$ cat config.mk
export PLATFORM = sky130hd
export DESIGN_NAME = oklab2oklch
export DESIGN_NICKNAME = d
export VERILOG_FILES = /design/src/rtl/oklab2oklch.sv
export SDC_FILE = /design/constraint.sdc
export NUM_CORES = 2
export LEC_CHECK = 0
export CAP_MARGIN = 30
export CORE_AREA = 2 2 368 279
export DETAILED_ROUTE_END_ITERATION = 12
export DIE_AREA = 0 0 370 281
export HOLD_SLACK_MARGIN = 0.08
export PLACE_DENSITY_LB_ADDON = 0.2
export SYNTH_ARGS = -nofsm -noshare
export SYNTH_HDL_FRONTEND = slang
export SYNTH_SLANG_ARGS = --single-unit
$ cat constraint.sdc
create_clock -name clk -period 7.5 [get_ports clk]
set_clock_uncertainty 0.2 [all_clocks]
set_input_delay 1.5 -clock clk [delete_from_list [all_inputs] [get_ports clk]]
set_output_delay 1.5 -clock clk [all_outputs]
set_load 0.01 [all_outputs]
$ cat src/rtl/oklab2oklch.sv
// OkLab -> OkLCh polar converter: vectoring CORDIC, one iteration per stage, one pixel per clock.
// L and the line strobes are delay-matched to the chroma/hue result (LAT = ITER + 2 cycles).
module oklab2oklch #(
    parameter int CIPW_L  = 15,
    parameter int CIPW_AB = 13,
    parameter int COW_C   = 14,
    parameter int COW_H   = 12,
    parameter int ITER    = 12,
    parameter int GRD     = 3
) (
    input  logic               clk,
    input  logic               rst,
    input  logic [CIPW_L-1:0]  i_data_l,
    input  logic [CIPW_AB-1:0] i_data_a_sgn,
    input  logic [CIPW_AB-1:0] i_data_b_sgn,
    input  logic               i_hstr,
    input  logic               i_hend,
    input  logic               i_href,
    output logic [CIPW_L-1:0]  o_data_l,
    output logic [COW_C-1:0]   o_data_c,
    output logic [COW_H-1:0]   o_data_h,
    output logic               o_hstr,
    output logic               o_hend,
    output logic               o_href
);
    localparam int LAT = ITER + 2;
    localparam int XW  = CIPW_AB + 2 + GRD;
    localparam int ZW  = COW_H + GRD + 1;
    localparam int PW  = XW + 17;
    localparam int SH  = 16 + GRD;

    localparam logic signed [PW-1:0] KC     = PW'(39797);
    localparam logic signed [PW-1:0] C_RND  = PW'(2 ** (SH - 1));
    localparam logic signed [PW-1:0] C_MAX  = PW'(2 ** COW_C - 1);
    localparam logic signed [ZW-1:0] H_RND  = ZW'(2 ** (GRD - 1));
    localparam logic signed [ZW-1:0] Z_HALF = ZW'(2 ** (COW_H + GRD - 1));

    // atan(2^-i) as a fraction of a full turn, scaled by 2^15 (COW_H + GRD = 15).
    function automatic logic signed [ZW-1:0] atan_lut(input int idx);
        logic signed [ZW-1:0] v;
        case (idx)
            0:       v = ZW'(4096);
            1:       v = ZW'(2418);
            2:       v = ZW'(1278);
            3:       v = ZW'(649);
            4:       v = ZW'(326);
            5:       v = ZW'(163);
            6:       v = ZW'(81);
            7:       v = ZW'(41);
            8:       v = ZW'(20);
            9:       v = ZW'(10);
            10:      v = ZW'(5);
            11:      v = ZW'(3);
            12:      v = ZW'(1);
            13:      v = ZW'(1);
            default: v = '0;
        endcase
        return v;
    endfunction

    logic signed [XW-1:0] r_x  [0:ITER];
    logic signed [XW-1:0] r_y  [0:ITER-1];
    logic signed [ZW-1:0] r_z  [0:ITER];
    logic                 r_zf [0:ITER];
    logic [CIPW_L-1:0]    r_l  [0:LAT-1];
    logic [2:0]           r_sb [0:LAT-1];
    logic signed [PW-1:0] r_prod;
    logic [COW_H-1:0]     r_h;
    logic                 r_p_zf;

    logic signed [XW-1:0] w_a_ext;
    logic signed [XW-1:0] w_b_ext;
    logic                 w_neg;
    logic signed [ZW-1:0] w_h_rnd;
    logic signed [PW-1:0] w_c_full;
    logic [COW_C-1:0]     w_c;

    assign w_a_ext  = XW'(signed'(i_data_a_sgn)) <<< GRD;
    assign w_b_ext  = XW'(signed'(i_data_b_sgn)) <<< GRD;
    assign w_neg    = i_data_a_sgn[CIPW_AB-1];
    assign w_h_rnd  = r_z[ITER] + H_RND;
    assign w_c_full = (r_prod + C_RND) >>> SH;

    always_comb begin
        w_c = COW_C'(w_c_full);
        if (w_c_full > C_MAX) begin
            w_c = '1;
        end else if (w_c_full < 0) begin
            w_c = '0;
        end
    end

    // Left half-plane is folded by negation; the half turn is preloaded into z.
    always_ff @(posedge clk) begin
        if (rst) begin
            for (int i = 0; i <= ITER; i++) begin
                r_x[i]  <= '0;
                r_z[i]  <= '0;
                r_zf[i] <= 1'b0;
            end
            for (int i = 0; i < ITER; i++) begin
                r_y[i] <= '0;
            end
        end else begin
            r_x[0]  <= w_neg ? -w_a_ext : w_a_ext;
            r_y[0]  <= w_neg ? -w_b_ext : w_b_ext;
            r_z[0]  <= w_neg ? Z_HALF : '0;
            r_zf[0] <= (i_data_a_sgn == '0) && (i_data_b_sgn == '0);
            for (int i = 0; i < ITER; i++) begin
                if (!r_y[i][XW-1]) begin
                    r_x[i+1] <= r_x[i] + (r_y[i] >>> i);
                    r_z[i+1] <= r_z[i] + atan_lut(i);
                end else begin
                    r_x[i+1] <= r_x[i] - (r_y[i] >>> i);
                    r_z[i+1] <= r_z[i] - atan_lut(i);
                end
                r_zf[i+1] <= r_zf[i];
            end
            // The final y residue is never consumed, so the last stage drops it.
            for (int i = 0; i < ITER - 1; i++) begin
                if (!r_y[i][XW-1]) begin
                    r_y[i+1] <= r_y[i] - (r_x[i] >>> i);
                end else begin
                    r_y[i+1] <= r_y[i] + (r_x[i] >>> i);
                end
            end
        end
    end

    always_ff @(posedge clk) begin
        if (rst) begin
            for (int i = 0; i < LAT; i++) begin
                r_l[i]  <= '0;
                r_sb[i] <= '0;
            end
        end else begin
            r_l[0]  <= i_data_l;
            r_sb[0] <= {i_hstr, i_hend, i_href};
            for (int i = 1; i < LAT; i++) begin
                r_l[i]  <= r_l[i-1];
                r_sb[i] <= r_sb[i-1];
            end
        end
    end

    // Gain compensation multiply and hue rounding, then saturate/gate at the output.
    always_ff @(posedge clk) begin
        if (rst) begin
            r_prod   <= '0;
            r_h      <= '0;
            r_p_zf   <= 1'b0;
            o_data_l <= '0;
            o_data_c <= '0;
            o_data_h <= '0;
            o_hstr   <= 1'b0;
            o_hend   <= 1'b0;
            o_href   <= 1'b0;
        end else begin
            r_prod   <= PW'(r_x[ITER]) * KC;
            r_h      <= COW_H'(w_h_rnd >>> GRD);
            r_p_zf   <= r_zf[ITER];
            o_data_l <= r_sb[LAT-1][0] ? r_l[LAT-1] : '0;
            o_data_c <= (r_sb[LAT-1][0] && !r_p_zf) ? w_c : '0;
            o_data_h <= (r_sb[LAT-1][0] && !r_p_zf) ? r_h : '0;
            o_hstr   <= r_sb[LAT-1][2];
            o_hend   <= r_sb[LAT-1][1];
            o_href   <= r_sb[LAT-1][0];
        end
    end
endmodule

==> impl_metrics.toml <==
[run_status]
status = "completed"

[placed_design]
port_buffers = 89
dp_hpwl_mm = 113
routabilityCongestion = 0.931
placedCellCount = 8648
place_area_sq_um = 69000

[grt]
grt-ovfl-total = 0
grt_util_all_layers_pct = 28.3
grt_max_degree = 246
antenna_found_initial = 1
first_global_vias = 47320
grt_pass1_wl_mm = 240

[cts]
ctsRootBufferMaster = "clkbuf_16"
ctsHoldBuffers = 0
clockBufferDepth = 3
numClockSinks = 926
cts_setup_buffers = 0
cts_tree = "built"
cts_htree_levels = 3
clkLatencyLatePin_ps = 720
cts_buffers = 93
post_cts_resize_count = 0
clkTransAtPathRegs_ps = 70

[critical_path]
reg2regPathDepth = 20
path_depth = 20
crit_buf_inv = 4
path_delay_family = "adder cells"
regToRegEndpoint = "r_prod[34]$_SDFF_PP0_"
r2r_setup_slack_ps = 1230
crit_start = "r_x[3][9]$_SDFFCE_PP0P_"
worstPathArrival_ps = 6640
setup.worst_path.end = "r_prod[34]$_SDFF_PP0_"
max_stage_delay_ps = 550
crit_chain = "ha_1 > inv_1 > fa_1 > fa_1 > inv_1 > fa_1 > fa_1 > inv_1 > fa_1 > inv_1 > ha_1 > nand4_1 > a2111oi_2 > o41ai_2 > a311oi_2 > a21o_4 > o211ai_2 > a21boi_2 > o21ai_1 > mux2_2"
path_max_fanout = 6
path_common_cell = "fa_1"
crit_type = "reg -> reg"
cp-end-kind = "flop"
crit_required_ps = 7870
r2r_start = "r_x[3][9]$_SDFFCE_PP0P_"
worst_path_max_delay_cell = "edfxtp_1"
startpoint_type = "flop"

[timing]
max_slew_margin_pct = 20.3
tightest_slew_ps = 1180
rsz0062_at_grt = "false"
timing_hold_violations_final = 0
fmax_ghz = 0.159
slew_viol_final = 0
setup_violations = 0
period_share_pct = 83.6
whs_ps = 217
fin_setup_tns_ps = 0
timing.final.crit_period_ps = 6270

[logic_synthesis]
ys_ff_latch = 926
synthArstFlopShare_pct = 0
synth-edff-count = 556
synth_xor_area_share_pct = 8.18
synth_top_area_share_pct = 25.8
synth_compound_area_share_pct = 13.7
synthTopCellsByArea = "edfxtp_1, ha_1, dfxtp_1"
ys_seq_area_share_pct = 37.2
post_synth_and_or_nand_nor_area_fraction_pct = 16.7
yosysMostFrequentCell = "nor2_1"
synthCells = 6812
synth_top_family_by_area = "adder cells"
yosys_warnings = 0
yosysUniqueCellTypes = 90
syn-cell-area_sq_um = 64800
muxShareOfSynthArea_pct = 0.767
synth_common_cells = "nor2_1, ha_1, inv_1"
synth_fa_ha_area_share_pct = 19.0
avgSynthCellArea_sq_um = 9.51
synthFlopType = "edfxtp_1"
synth_largest_area_cell = "edfxtp_1"

[hold_path]
hp-class = "reg -> reg"
min-delay-start = "r_h[10]$_SDFF_PP0_"

[layout]
drive_above_1_share_pct = 3.49
antenna_cells = 0
finalInstanceArea_sq_um = 72300
finalNetCount = 8333
area_growth_pct = 11.7
finalNonFillerCells = 8821

[detailed_routing]
drt-pass1-iter-count = 7
vias = 49397
ant_nets = 0
drc = 0
drt-vias-per-instance = 5.60
wl_mm = 148
first_iter_violations = 4140
avgRoutedWirePerCell_um = 16.7

[die]
design.die.area_sq_um = 104000
rows = 101
core_sq_um = 100000
die_h_um = 281
num_io_pins = 90
dieWidth_um = 370
start_util_pct = 64.5

[job]
maxCapViolCount = 0
layer usage:
layer / GRT usage, % / vias up / part of all wire (%)
met4: 5.12 / 0 / 1.6
met1: 42.3 / 23311 / 47
met3: 4.53 / 183 / 7.5
li1: - / 24416 / -
met2: 43.8 / 1487 / 44
met5: 0 / - / 0
worst min-delay path by stage:
stage	endpoint	cells past startpoint	slack, ps
3_3_place_gp	o_data_l[12]$_SDFF_PP0_	1	210
5_1_grt	o_data_h[10]$_SDFF_PP0_	1	230
2_1_floorplan	o_data_h[0]$_SDFF_PP0_	1	210
6_report	o_data_h[10]$_SDFF_PP0_	1	220
3_5_place_dp	o_data_l[12]$_SDFF_PP0_	1	210
4_1_cts	o_data_h[10]$_SDFF_PP0_	1	220
flip-flops by register name (all words and copies together), names as in the netlist:
signal and flops:
r_x 227, r_l 210, r_y 197, r_z 163, r_sb 42, r_prod 17
o_data_l 15, o_data_c 14, r_zf 13, o_data_h 12, r_h 12, o_hend 1
o_href 1, o_hstr 1, r_p_zf 1
worst register-to-register path: stages (launching register included):
cell       delay, ps
edfxtp_1         550
ha_1             420
inv_1             70
fa_1             520
fa_1             540
inv_1             50
fa_1             450
fa_1             510
inv_1             50
fa_1             470
inv_1             40
ha_1             310
nand4_1          190
a2111oi_2        300
o41ai_2          190
a311oi_2         450
a21o_4           230
o211ai_2         100
a21boi_2         170
o21ai_1          100
mux2_2           270
cells in the final DEF, fill, tap and decap left out, drive strengths merged, types with 34 or more instances in the layout:
cell and instances:
inv 574, nand3 92, o21ai 280, clkbuf 125, buf 36, o211ai 39
o31ai 49, a31oi 62, nor2 767, nor2b 386, o21a 54, clkdlybuf4s50 88
conb 567, a21oi 400, nor3 241, a21o 162, o21bai 56, and2 52
xnor2 338, edfxtp 556, o41ai 39, nand2b 69, dfxtp 370, clkinv 34
mux2i 35, and3 67, or3 60, ha 719, xor2 267, fa 164
nand2 339
kinds of logic (layout without fill, tap and decap cells):
kind of cell,count (synthesis),after routing
AOI/OAI and AO/OA,1369,1369
DFF,926,926
buffers and inverters,762,867
and+or+nand+nor,2217,2217
xor gates and xnor gates,605,605
muxes,48,48
adders and majority gates,883,883
other,2,567
stage by stage:
stage               setup WS (ps)  utilization, %
detailed placement           1150            68.7
CTS                          1150            72.0
floorplan                    1650               -
finish                       1230            72.0
global placement             1270            68.7
global route                  945            72.0
final cells by class:
| cell class | instances | area, sq um |
|---|---|---|
| fillers | 7611 | 28100 |
| multi-input cells | 5689 | 39900 |
| well taps | 1339 | 1680 |
| inverters | 569 | 2140 |
| clock buffers | 125 | 2700 |
| repair buffers | 125 | 1210 |
| flip-flops and latches | 926 | 24100 |
| clock inverters | 48 | 578 |
Power is left out: the tool's default activity adds up to more than one toggle a clock period on the data nets, which glitch-free logic cannot reach.
